File: config.mk
export PLATFORM = sky130hd
export DESIGN_NAME = rom_port_arbiter
export DESIGN_NICKNAME = d
export VERILOG_FILES = /design/src/rtl/rom_port_arbiter_pkg.sv /design/src/rtl/rom_port_arbiter_rr_arb2.sv /design/src/rtl/rom_port_arbiter.sv
export SDC_FILE = /design/constraint.sdc
export NUM_CORES = 1
export LEC_CHECK = 0
export ABC_CLOCK_PERIOD_IN_PS = 1750
export CORE_MARGIN = 8
export CORE_UTILIZATION = 17
export DETAILED_ROUTE_END_ITERATION = 10
export HOLD_SLACK_MARGIN = 0.03
export PLACE_DENSITY = 0.79
export SYNTH_ARGS = -nofsm -noshare
export SYNTH_HDL_FRONTEND = slang
export SYNTH_SLANG_ARGS = --single-unit
File: constraint.sdc
create_clock -name clk_i -period 1.75 [get_ports clk_i]
set_input_delay 0.525 -clock clk_i [delete_from_list [all_inputs] [get_ports clk_i]]
set_output_delay 0.525 -clock clk_i [all_outputs]
set_load 0.02 [all_outputs]
File: src/rtl/rom_port_arbiter_pkg.sv
// Shared widths and encodings for the ROM read-port arbiter.
package rom_port_arbiter_pkg;

  localparam int unsigned DEF_ADDR_WIDTH = 32;
  localparam int unsigned DEF_DATA_WIDTH = 32;

  // Owner of the single in-flight ROM read.
  typedef enum logic [1:0] {
    OWN_NONE = 2'd0,
    OWN_IF   = 2'd1,
    OWN_LS   = 2'd2
  } owner_e;

  // Round-robin priority: which input wins the next contended cycle.
  typedef enum logic {
    PRIO_A = 1'b0,
    PRIO_B = 1'b1
  } prio_e;

endpackage

File: src/rtl/rom_port_arbiter_rr_arb2.sv
// Two-input round-robin arbiter; one-hot combinational grants, registered priority.
module rr_arb2
  import rom_port_arbiter_pkg::*;
(
  input  logic clk,
  input  logic rst,
  input  logic req_a,
  input  logic req_b,
  output logic gnt_a,
  output logic gnt_b
);

  prio_e prio_q;

  // Grant the sole requester, or the prioritised one under contention.
  always_comb begin
    gnt_a = req_a & (~req_b | (prio_q == PRIO_A));
    gnt_b = req_b & ~gnt_a;
  end

  // Winner drops to lowest priority; priority holds when nothing is granted.
  always_ff @(posedge clk) begin
    if (rst) begin
      prio_q <= PRIO_A;
    end else if (gnt_a) begin
      prio_q <= PRIO_B;
    end else if (gnt_b) begin
      prio_q <= PRIO_A;
    end
  end

endmodule

File: src/rtl/rom_port_arbiter.sv
// Shares the instruction ROM read port between fetch (IF) and load/store (LS).
module rom_port_arbiter
  import rom_port_arbiter_pkg::*;
#(
  parameter int unsigned ADDR_WIDTH = DEF_ADDR_WIDTH,
  parameter int unsigned DATA_WIDTH = DEF_DATA_WIDTH
) (
  input  logic                  clk_i,
  input  logic                  rst_i,
  input  logic                  if_req_i,
  input  logic [ADDR_WIDTH-1:0] if_addr_i,
  output logic                  if_gnt_o,
  output logic                  if_rvalid_o,
  output logic [DATA_WIDTH-1:0] if_rdata_o,
  input  logic                  if_flush_i,
  input  logic                  ls_req_i,
  input  logic [ADDR_WIDTH-1:0] ls_addr_i,
  output logic                  ls_gnt_o,
  output logic                  ls_rvalid_o,
  output logic [DATA_WIDTH-1:0] ls_rdata_o,
  output logic                  rom_ce_o,
  output logic [ADDR_WIDTH-1:0] rom_addr_o,
  input  logic [DATA_WIDTH-1:0] rom_data_i
);

  owner_e owner_q;
  logic   if_elig;
  logic   ls_elig;

  // Reset masks eligibility so grants and ROM drive stay idle during reset.
  always_comb begin
    if_elig = if_req_i & ~if_flush_i & ~rst_i;
    ls_elig = ls_req_i & ~rst_i;
  end

  rr_arb2 u_arb (
    .clk   (clk_i),
    .rst   (rst_i),
    .req_a (if_elig),
    .req_b (ls_elig),
    .gnt_a (if_gnt_o),
    .gnt_b (ls_gnt_o)
  );

  // ROM chip-enable and address follow the granted requester.
  always_comb begin
    rom_ce_o   = if_gnt_o | ls_gnt_o;
    rom_addr_o = '0;
    if (if_gnt_o) begin
      rom_addr_o = if_addr_i;
    end else if (ls_gnt_o) begin
      rom_addr_o = ls_addr_i;
    end
  end

  // Remember who owns the read whose data returns next cycle.
  always_ff @(posedge clk_i) begin
    if (rst_i) begin
      owner_q <= OWN_NONE;
    end else if (if_gnt_o) begin
      owner_q <= OWN_IF;
    end else if (ls_gnt_o) begin
      owner_q <= OWN_LS;
    end else begin
      owner_q <= OWN_NONE;
    end
  end

  // Route returning data; flush drops fetch data, reset drops everything.
  always_comb begin
    if_rvalid_o = (owner_q == OWN_IF) & ~if_flush_i & ~rst_i;
    ls_rvalid_o = (owner_q == OWN_LS) & ~rst_i;
    if_rdata_o  = if_rvalid_o ? rom_data_i : '0;
    ls_rdata_o  = ls_rvalid_o ? rom_data_i : '0;
  end

endmodule

==> out/qor.yml, run 1 <==
rows: 27
syn_area_um2: 957
worst_ep_arrival_time_ns: 1.67
drc: 0
drv_slew: 0
globalRouteMet2Util_pct: 40.3
nFillCells: 318
grt_setup_unrepaired: "yes"
worst-r2r-setup-slack_ns: 0.79
cp-start-kind: "input pin"
synth_fp_nets: 225
period_needed_ns: 2.19
gp_congestion: 0.758
r2r_start: "u_arb.prio_q$_SDFFE_PP0P_"
whs_ns: 0.498
num_vias: 2064
relSlewSlack_pct: 83.8
hp-class: "in2reg"
syn2layout_area_growth_pct: 367
met3_usage_pct: 8.64
setup-tns-final_ns: -31.07
ant_nets: 0
finalWorstSetupSlack_ns: -0.442
synth_area_per_cell_um2: 7.72
drive_gt1_share_pct: 72.2
critPathCaptureType: "output pin"
grt.busiest_layer: "met2"
critPathRequiredTime_ns: 1.22
setup_viol: 100
drt_iter0_drc: 33
final_cells: 446
cts_tree: "built"
min_to: "owner_q[0]$_SDFF_PP0_"
clock_path_buffers: 2
p_leak_uw: 0.00210
dpl_worst_slack_ns: -1.26
skew_ns: 0.00317
coreArea_um2: 5470
io-pin-count: 202
cts_inserted_buffers: 3
die_w_um: 91.0
syn_inst: 124
final_nets: 476
die_area_um2: 8290
yosys_warnings: 0
holdCritStartpoint: "rst_i"
critPathKind: "in2out"
antenna_found_initial: 0
tightest_slew_ns: 0.243
whs_path_depth: 2
status: "complete, but fails checks"
routed_wl_um: 9990
die-height_um: 91.0
finalCritPeriodShare_pct: 125
hpwlAfterDp_um: 6110
wl_per_cell_um: 22.4
overflow: 0
synth_cell_types: 18
clock.fmax_mhz: 456
htreeDepth: 1
path_clk_slew_ns: 0.03
dp.cells: 392
crit_fanout: 8
ir_drop_v: 0.000209
r2r_cells: 4
grt_pass1_wl_um: 13500
initial_core_util_pct: 17.5
power.total_uw: 1200
r2r_end: "u_arb.prio_q$_SDFFE_PP0P_"
hold_viol: 0
grt_max_degree: 34
clock-sinks: 3
ys_ff_latch: 3
gr-usage-all-layers_pct: 20.5
use_met1_pct: 18.7
failed_checks: "negative setup slack"
cap_viol_max_count: 0
dr.pass1.iters: 4
seq_area_frac_synth_pct: 6.27
n_antenna_cell: 0
cts_root_buf: "clkbuf_8"
clock_latency_ns: 0.22
grt_pass1_vias: 2350
cts_hold_buf: 0
io_buffers: 201
p_per_area_nw_per_um2: 269
vias_per_cell: 4.63
-- placed cells by master (no fill, tap or decap), types with 3 or more instances in the layout --
cell / instances
buf_16: 7
buf_8: 8
and2_4: 64
clkbuf_8: 3
buf_4: 10
clkbuf_16: 3
a22o_4: 32
buf_6: 127
clkdlybuf4s50_1: 96
buf_12: 7
-- registers in the layout, indices dropped and copies added, names as in the netlist --
name	count
u_arb.prio_q	1
owner_q	2
-- worst max path at each step --
| stage | startpoint | depth (start not counted) | end | slack, ns |
|---|---|---|---|---|
| 4_1_cts | rst_i | 6 | if_rdata_o[24] | -0.48 |
| 6_report | if_flush_i | 8 | if_rdata_o[26] | -0.44 |
| 3_3_place_gp | if_flush_i | 6 | rom_addr_o[23] | -1.23 |
| 2_1_floorplan | rst_i | 4 | rom_addr_o[19] | -0.14 |
| 5_1_grt | if_flush_i | 8 | if_rdata_o[26] | -0.49 |
| 3_5_place_dp | if_flush_i | 6 | rom_addr_o[27] | -1.26 |
-- through the flow --
stage	util (%)	instance area, um^2
after floorplan	-	1360
after global placement	63.3	3460
after detailed placement	63.3	3460
after CTS	76.5	4180
after global routing	81.7	4470
final	81.7	4470
-- layout make-up --
| type | count | area [um^2] | share of cell area, % |
|---|---|---|---|
| timing repair buffer | 259 | 3000 | 67.1 |
| multi-input combinational | 107 | 1270 | 28.4 |
| tap | 72 | 90.1 | 2.02 |
| sequential | 3 | 61.3 | 1.37 |
| clock buffer | 4 | 45.0 | 1.01 |
| inverter | 1 | 3.75 | 0.0840 |
-- logic make-up (layout without fill, tap and decap cells) --
logic type / count (synthesis) / after routing / synth area share, %
AOI/OAI and AO/OA: 36 / 36 / 33.6
DFF: 3 / 3 / 6.27
and+or+nand+nor: 71 / 71 / 51.0
buffers and inverters: 14 / 264 / 9.15
-- synthesized netlist by cell type, drive strengths merged --
| library cell | count | area (um^2) |
|---|---|---|
| nor3b | 2 | 25.0 |
| and2 | 64 | 400 |
| nand2b | 1 | 13.8 |
| nor3 | 2 | 21.3 |
| buf | 11 | 76.3 |
| clkbuf | 2 | 7.51 |
| nor4b | 1 | 23.8 |
| dfxtp | 3 | 60.1 |
| a22o | 32 | 284 |
| inv | 1 | 3.75 |
| a21oi | 2 | 10.0 |
| nor2 | 1 | 3.75 |
| a211oi | 2 | 27.5 |
-- per-layer routing --
layer | vias up | wire [um] | part of all wire (%)
li1 | 940 | - | -
met1 | 958 | 3320 | 33
met2 | 149 | 5390 | 54
met3 | 17 | 1040 | 10
met4 | 0 | 239 | 2.4
met5 | - | 0 | 0
-- critical path, cell delays in order --
cell and delay [ns]:
buf_8 0.10, buf_4 0.13, nor4b_4 0.21, buf_4 0.19, buf_6 0.12, clkbuf_16 0.14
and2_4 0.14, buf_6 0.11
-- what timing repair did --
item                                    in CTS  in global routing
hold endpoints to repair                     0                  0
pin swaps                                   12                 22
gates cloned                                 9                  4
buffers inserted                            27                 14
gates resized for setup                    607                122
endpoints found under the setup margin     101                101
-- report_power, final --
group          leakage, uW  internal [uW]  switching, uW
Sequential       0.0000251           72.8           5.24
Clock            0.0000228            156           56.8
Combinational      0.00206            576            337
Total              0.00210            805            399
No activity file was read; power rests on OpenSTA's default activity.
==> inputs of run 2 (changes only) <==
--- a/config.mk
+++ b/config.mk
@@ -11,6 +11,7 @@
 export DETAILED_ROUTE_END_ITERATION = 10
 export HOLD_SLACK_MARGIN = 0.03
 export PLACE_DENSITY = 0.79
+export SKIP_LAST_GASP = 1
 export SYNTH_ARGS = -nofsm -noshare
 export SYNTH_HDL_FRONTEND = slang
 export SYNTH_SLANG_ARGS = --single-unit
==> out/qor.yml, run 2 (synthesized netlist as in run 1, its figures left out) <==
multi_input_area_um2: 1270
p_seq_share_pct: 6.5
rows: 27
drt_iter0_drc: 15
path_clk_slew_ns: 0.03
gr-usage-all-layers_pct: 19.5
die_area_um2: 8290
final_common_cell: "buf_6"
gp_congestion: 0.758
hold_viol: 0
cts_hold_buf: 0
skew_ns: 0.00437
status: "complete, but fails checks"
crit_fanout: 4
drv_slew: 0
grt.busiest_layer: "met2"
overflow: 0
period_needed_ns: 2.18
final_nets: 472
die_w_um: 91.0
dp.cells: 392
io-pin-count: 202
io_buffers: 201
critPathCaptureType: "output pin"
grt_pass1_wl_um: 13000
cap_viol_max_count: 0
failed_checks: "negative setup slack"
num_vias: 2001
coreArea_um2: 5470
p_per_area_nw_per_um2: 269
ant_nets: 0
ir_drop_v: 0.000223
die-height_um: 91.0
cts_root_buf: "clkbuf_8"
wl_per_cell_um: 22.0
final_cell_mix: "buf_6, clkdlybuf4s50_1, and2_4"
largest_register_ffs: 2
routed_wl_um: 9700
cts_inserted_buffers: 3
hpwlAfterDp_um: 6110
initial_core_util_pct: 17.5
grt_max_degree: 34
worst_ep_arrival_time_ns: 1.65
use_met1_pct: 17.9
hp-class: "in2reg"
tightest_slew_ns: 0.230
n_antenna_cell: 0
critPathKind: "in2out"
final_area_um2: 4430
clock.fmax_mhz: 459
met3_usage_pct: 8.23
globalRouteMet2Util_pct: 38.5
nFillCells: 347
finalWorstSetupSlack_ns: -0.427
drive_gt1_share_pct: 71.9
clock_path_buffers: 2
cp-start-kind: "input pin"
relSlewSlack_pct: 84.7
clockPowerShare_pct: 17.2
vias_per_cell: 4.53
grt_pass1_vias: 2324
p_leak_uw: 0.00208
final-seq-area_um2: 61.3
clock_latency_ns: 0.22
placed_cell_area_um2: 3460
dr.pass1.iters: 4
grt_setup_unrepaired: "yes"
htreeDepth: 1
dpl_worst_slack_ns: -1.26
finalCritPeriodShare_pct: 124
fin_util_pct: 81.0
syn2layout_area_growth_pct: 363
final_cells: 442
pwr-share-comb_pct: 76.2
internal-power_uw: 803
switching_share_pct: 32.6
setup_viol: 100
regMostFlops: "owner_q"
critPathRequiredTime_ns: 1.22
power.switching_uw: 389
antenna_found_initial: 0
clock-sinks: 3
cts_tree: "built"
drc: 0
reg.largest.list: "owner_q: 2 flops, u_arb.prio_q: 1 flops"
[run 2: worst paths after layout]
path                              from  cells after the start  slack [ns]                        end
max                         if_flush_i                      9       -0.43             rom_addr_o[23]
min                              rst_i                      2        0.51      owner_q[0]$_SDFF_PP0_
max reg2reg  u_arb.prio_q$_SDFFE_PP0P_                      5        0.71  u_arb.prio_q$_SDFFE_PP0P_
min reg2reg  u_arb.prio_q$_SDFFE_PP0P_                      1        0.53      owner_q[0]$_SDFF_PP0_
[run 2: critical path, cell delays in order]
cell	delay, ns
buf_8	0.10
nand2b_4	0.15
a211oi_4	0.20
buf_6	0.15
buf_12	0.11
buf_16	0.11
buf_6	0.09
a22o_4	0.12
buf_6	0.11
[run 2: layout make-up]
| class | count | area share, % |
|---|---|---|
| inverter | 1 | 0.0847 |
| clock buffer | 4 | 1.02 |
| timing repair buffer | 255 | 66.9 |
| multi-input combinational | 107 | 28.6 |
| tap | 72 | 2.03 |
| sequential | 3 | 1.38 |
[run 2: metal layers]
| metal | share of wire (%) | wire, um | vias to the layer above |
|---|---|---|---|
| li1 | - | - | 931 |
| met1 | 35 | 3360 | 924 |
| met2 | 55 | 5360 | 137 |
| met3 | 9.0 | 869 | 9 |
| met4 | 1.2 | 121 | 0 |
| met5 | 0 | 0 | - |
[run 2: power by group through the flow]
| stage | logic, uW | clock network (uW) | registers (uW) |
|---|---|---|---|
| floorplan | 274 | 0 | 76.8 |
| global placement | 687 | 0 | 77.3 |
| detailed placement | 693 | 0 | 77.6 |
| CTS | 849 | 211 | 77.6 |
| global route | 947 | 217 | 78.1 |
| finish | 908 | 206 | 77.7 |
[run 2: metrics by stage]
stage	hold WS, ns	total power (uW)	TNS (ns)
after CTS	0.566	1140	-40.17
after global routing	0.511	1240	-33.67
after floorplan	0.531	351	-9.20
after detailed placement	0.580	770	-118.07
after global placement	0.557	764	-115.80
final	0.508	1190	-29.78
[run 2: what timing repair did]
action,4_1_cts,5_1_grt
pin swaps,12,20
gates cloned,9,5
buffers inserted,27,9
resized for setup,519,203
setup endpoints to repair,101,101
